**config.mk**
```make
export PLATFORM = sky130hd
export DESIGN_NAME = wallace_tree_accumulator
export DESIGN_NICKNAME = d
export VERILOG_FILES = /design/src/rtl/wallace_tree_accumulator.sv
export SDC_FILE = /design/constraint.sdc
export NUM_CORES = 1
export LEC_CHECK = 0
export CAP_MARGIN = 5
export CORE_MARGIN = 4
export CORE_UTILIZATION = 47
export CTS_BUF_LIST = sky130_fd_sc_hd__clkbuf_4 sky130_fd_sc_hd__clkbuf_8
export CTS_CLUSTER_SIZE = 24
export DETAILED_ROUTE_END_ITERATION = 12
export PLACE_DENSITY = 0.73
export SYNTH_ARGS = -nofsm -noshare
export SYNTH_HDL_FRONTEND = slang
export SYNTH_SLANG_ARGS = --single-unit
```
**constraint.sdc**
```tcl
create_clock -name clk -period 6.15 [get_ports clk]
set_input_delay 1.5375 -clock clk [delete_from_list [all_inputs] [get_ports clk]]
set_output_delay 1.5375 -clock clk [all_outputs]
set_load 0.02 [all_outputs]
```
**src/rtl/wallace_tree_accumulator.sv**
```systemverilog
// Resolves the final sum/carry rows of an 8x8 Wallace tree into a product and
// accumulates N_TERMS products per job, with an optional saturating clamp.
module wallace_tree_accumulator #(
    parameter int PROD_WIDTH = 16,
    parameter int ACC_WIDTH  = 24,
    parameter int N_TERMS    = 8,
    parameter bit SATURATE   = 1'b1
) (
    input  logic                  clk,
    input  logic                  rst_n,
    input  logic                  start,
    input  logic [PROD_WIDTH-1:0] sum_vec,
    input  logic [PROD_WIDTH-1:0] carry_vec,
    input  logic                  in_valid,
    output logic                  in_ready,
    output logic [ACC_WIDTH-1:0]  acc_out,
    output logic                  sat_flag,
    output logic                  out_valid,
    input  logic                  out_ready
);

    localparam int CNT_W = (N_TERMS > 1) ? $clog2(N_TERMS + 1) : 1;
    localparam logic [CNT_W-1:0] LAST_CNT = CNT_W'(N_TERMS - 1);
    localparam logic [ACC_WIDTH-1:0] ACC_MAX = {ACC_WIDTH{1'b1}};

    typedef enum logic [1:0] {IDLE, ACCUM, DRAIN, HOLD} state_t;

    state_t                state, state_nxt;
    logic [CNT_W-1:0]      cnt;
    logic [ACC_WIDTH-1:0]  acc;
    logic [PROD_WIDTH-1:0] s1_prod;
    logic                  s1_valid;
    logic                  accept;
    logic [ACC_WIDTH:0]    acc_sum;

    assign in_ready  = (state == ACCUM);
    assign out_valid = (state == HOLD);
    assign accept    = in_valid & in_ready;
    assign acc_out   = acc;

    // Extra top bit exposes overflow for the saturating clamp.
    assign acc_sum = {1'b0, acc} + (ACC_WIDTH + 1)'(s1_prod);

    always_ff @(posedge clk or negedge rst_n) begin
        if (!rst_n) state <= IDLE;
        else        state <= state_nxt;
    end

    always_comb begin
        state_nxt = state;
        case (state)
            IDLE:    if (start) state_nxt = ACCUM;
            ACCUM:   if (accept && cnt == LAST_CNT) state_nxt = DRAIN;
            DRAIN:   state_nxt = HOLD;
            HOLD:    if (out_ready) state_nxt = IDLE;
            default: state_nxt = IDLE;
        endcase
    end

    // Stage 1: carry-propagate add; carry out of the top bit is dropped
    // since an 8x8 unsigned product never exceeds 0xFE01.
    always_ff @(posedge clk or negedge rst_n) begin
        if (!rst_n) begin
            s1_valid <= 1'b0;
            s1_prod  <= '0;
            cnt      <= '0;
        end else begin
            s1_valid <= accept;
            if (accept) begin
                s1_prod <= sum_vec + carry_vec;
                cnt     <= cnt + 1'b1;
            end else if (state == IDLE && start) begin
                cnt <= '0;
            end
        end
    end

    // Stage 2: accumulate; s1_valid is never set in IDLE, so the job-start
    // clear cannot collide with an accumulate step.
    always_ff @(posedge clk or negedge rst_n) begin
        if (!rst_n) begin
            acc      <= '0;
            sat_flag <= 1'b0;
        end else if (state == IDLE && start) begin
            acc      <= '0;
            sat_flag <= 1'b0;
        end else if (s1_valid) begin
            if (SATURATE && acc_sum[ACC_WIDTH]) begin
                acc      <= ACC_MAX;
                sat_flag <= 1'b1;
            end else begin
                acc <= acc_sum[ACC_WIDTH-1:0];
            end
        end
    end

endmodule

```
==> summary.md <==
| Metric | Value |
|---|---|
| Outcome | complete, no violations |
| WL/cell | about 14 um |
| Commonest non-fill, non-tap cell in the layout | clkdlybuf4s50_1 |
| Worst EP arrival | 3.93 ns |
| Filler instances | approximately 630 |
| Mapped Avg Cell Area | 8.847 um2 |
| I/O pin count | 64 |
| Highest Clock Rate | 0.2667 GHz |
| Total chip power | 0.001803 W |
| Clk pwr share | about an eighth |
| Global-route wire length before repair | around 13000 um |
| Asr flop ratio synth | 100.0% |
| Combinational Power Share | 58.6% |
| Grt total ovfl | 0 |
| Die height | roughly 94 um |
| Final Max Slew Viols | 0 |
| Commonest non-fill, non-tap cells in the layout | clkdlybuf4s50_1, dfrtp_1, a21oi_1 |
| Post-CTS Setup Bufs | 0 |
| Core Box Area | about 7300 um2 |
| Internal power | 0.001011 W |
| Final worst slack | 2.401 ns |
| Final #Nets | 532 |
| Hpwl dp | 6013 um |
| Port Buf Inserts | 63 |
| TritonCTS clock tree | yes |
| Vias in the first global route | roughly 3000 |
| DRC Markers | 0 |
| Post_cts resized | 0 |
| Leak Pwr | 1.936 nW |
| Final Critical Period | about 3.7 ns |
| Max-cap check violation count | 0 |
| NetSw | 0.0007926 W |
| Post-DP Area | 4218 um2 |
| Number of DRC markers in iteration 0 | 90 |
| Post-CTS Hold Buffers | 0 |
| Area of the mapped netlist | ~3500 um2 |
| Final hold vios | 0 |
| Chip Width | roughly 94 um |
| Sequential share of power | approximately 29% |
| Post-Route WL | 7870 um |
| Htree depth | 2 |
| Largest net degree at the start of global routing | 49 |
| RePlAce Congestion | 0.8862 |
| Final core utilization | 59.51% |
| First-pass DRT Iterations | 5 |
| Number of clock sinks | 48 |
| Crit-path slowest cell | a2111oi_2 |
| Final ANT Viol Nets | 0 |
| CP Cell Sequence | clkdlybuf4s50_1, ha_1, and3_2, a221o_1, a2111oi_2, o21bai_1, a21oi_1, xor2_1, o21ai_1 |
| Starting density of the core | between 40% and 50% |
| FF/Latch Area | between 1000 and 1500 um2 |
| Area of the multi-input gates | approximately 2200 um2 |
| Yosys cell types | 53 |
| Sequential element share of the synthesized area | 34.29% |
| RSZ-0062 raised after global routing | no |
| Clk pin slew, worst setup/hold paths | 0.08 ns |
| Vias | roughly 3200 |
| Clock Skews | 0.008694 ns |
| Final period utilization | 60.96% |
| Main synth FF type | dfrtp_1 |
| Fin area | 4317 um2 |
| Flops & latches, synth | 48 |
| Synth warn | 0 |
| CP Capture Type | flip-flop |
| CP peak stage delay | between 0.4 and 0.5 ns |
| Cells after Synth | just under 400 |
| Deepest clock path buffer count | 2 |
| Pre-CTS setup slack | 2.139 ns |
| Layout cells sized above 1 | roughly 4.2% |
| Required time of the critical path | ~6.3 ns |
| Diode count | 0 |
| Slew @ Worst Pin | between 1 and 1.5 ns |
| Layout area overhead | 23.21% |
| Hold Path Class | reg2reg |
| CTS root buf | clkbuf_8 |
| Syn Nets | 472 |
| Placement row count | 31 |
| Top cells by area, synth | dfrtp_1, ha_1, a21oi_1 |
| Setup Total Neg Slack | 0 ns |
| Crit start category | primary input |
| Routed vias/inst | around 5.7 |
| Yosys top cell by area | dfrtp_1 |
| Full die area | 8899 um2 |
| Worst-skew pair later-pin latency | 0.30 ns |
| Number of synthesized flops with an enable pin | 0 |
| Yosys top cell area share | 34.29% |
| CTS buffer count | 5 |
| Final setup fails | 0 |
| Sw Share | 43.96% |
| Max VDD drop | around 0.13 mV |
| Power density over the cells | about 420 nW/um2 |
| Tot GR Track Use | 18.41% |
| Initial antenna violation count | 0 |
| Crit Path Max Fanout | 6 |
| WS Path Type | in2reg |
| Slew HR | 31.36% |
## power by group through the flow
stage	logic [W]	clock network [W]	registers, W
2_1_floorplan	0.000733	0	0.000552
3_3_place_gp	0.00103	0	0.000532
3_5_place_dp	0.00105	0	0.000536
4_1_cts	0.00106	0.000227	0.000529
5_1_grt	0.00120	0.000235	0.000544
6_report	0.00106	0.000217	0.000529
## worst max-delay path, delay by kind of cell
kind            cells  cell delay [ns]
compound gates      5             1.19
buf+inv             1             0.41
fa+ha+maj           1             0.38
simple gates        1             0.25
xor+xnor            1             0.16
## synth_stat cells (10+ instances only)
library cell,instances
ha_1,37
a31oi_1,13
inv_1,14
o21ai_1,13
dfrtp_1,48
o21ai_0,38
clkbuf_1,10
xnor2_1,11
nor2_1,16
a21oi_1,43
a21o_1,13
nand2_1,33
xor2_1,12
## layout make-up
type | instances | share of cell area (%)
inverters | 15 | 1.304
clock buffers | 5 | 1.594
flip-flops and latches | 48 | 27.83
clock inverters | 1 | 0.6957
well taps | 99 | 2.870
multi-input cells | 321 | 50.87
repair buffers | 65 | 14.84
## registers in the layout, indices dropped and copies added (netlist names)
| name | cells |
|---|---|
| cnt | 4 |
| s1_valid | 1 |
| s1_prod | 16 |
| acc_out | 24 |
| sat_flag | 1 |
| state | 2 |
## path summary, 6_finish.rpt
path / startpoint / end / slack, ns / cells after the start
worst max-delay path: sum_vec[6] / s1_prod[13] / 2.40 / 9
worst min-delay path: s1_prod[0] / s1_prod[0] / 0.49 / 2
worst max register to register: acc_out[0] / acc_out[13] / 3.28 / 10
worst min register to register: s1_prod[0] / s1_prod[0] / 0.49 / 2
max in group asynchronous: rst_n / acc_out[14] / 4.10 / 1
min in group asynchronous: rst_n / acc_out[3] / 1.41 / 1
## metal layers
| layer | vias to the layer above | routed length (um) | GRT usage, % |
|---|---|---|---|
| li1 | 1595 | - | - |
| met1 | 1504 | 3642 | 23.91 |
| met2 | 76 | 3714 | 31.62 |
| met3 | 9 | 404 | 3.187 |
| met4 | 0 | 110 | 5.054 |
| met5 | - | 0 | 0 |
## stage by stage
stage / instances / hold WS (ns)
final: 554 / 0.4855
after global routing: 554 / 0.5024
after CTS: 554 / 0.4924
after global placement: 548 / 0.4694
after floorplan: 396 / 0.4498
after detailed placement: 548 / 0.4705
## cells by family (layout without fill, tap and decap cells)
group                    count (synthesis)  after routing  synth area share, %
buffers and inverters                   27             86                3.036
XOR/XNOR                                23             23                5.750
AND/OR/NAND/NOR                         98             98                14.18
adder cells (fa/ha/maj)                 39             39                14.36
flip-flops                              48             48                34.29
AO/OA/AOI/OAI                          161            161                28.39
(Power assumes the default switching activity.)
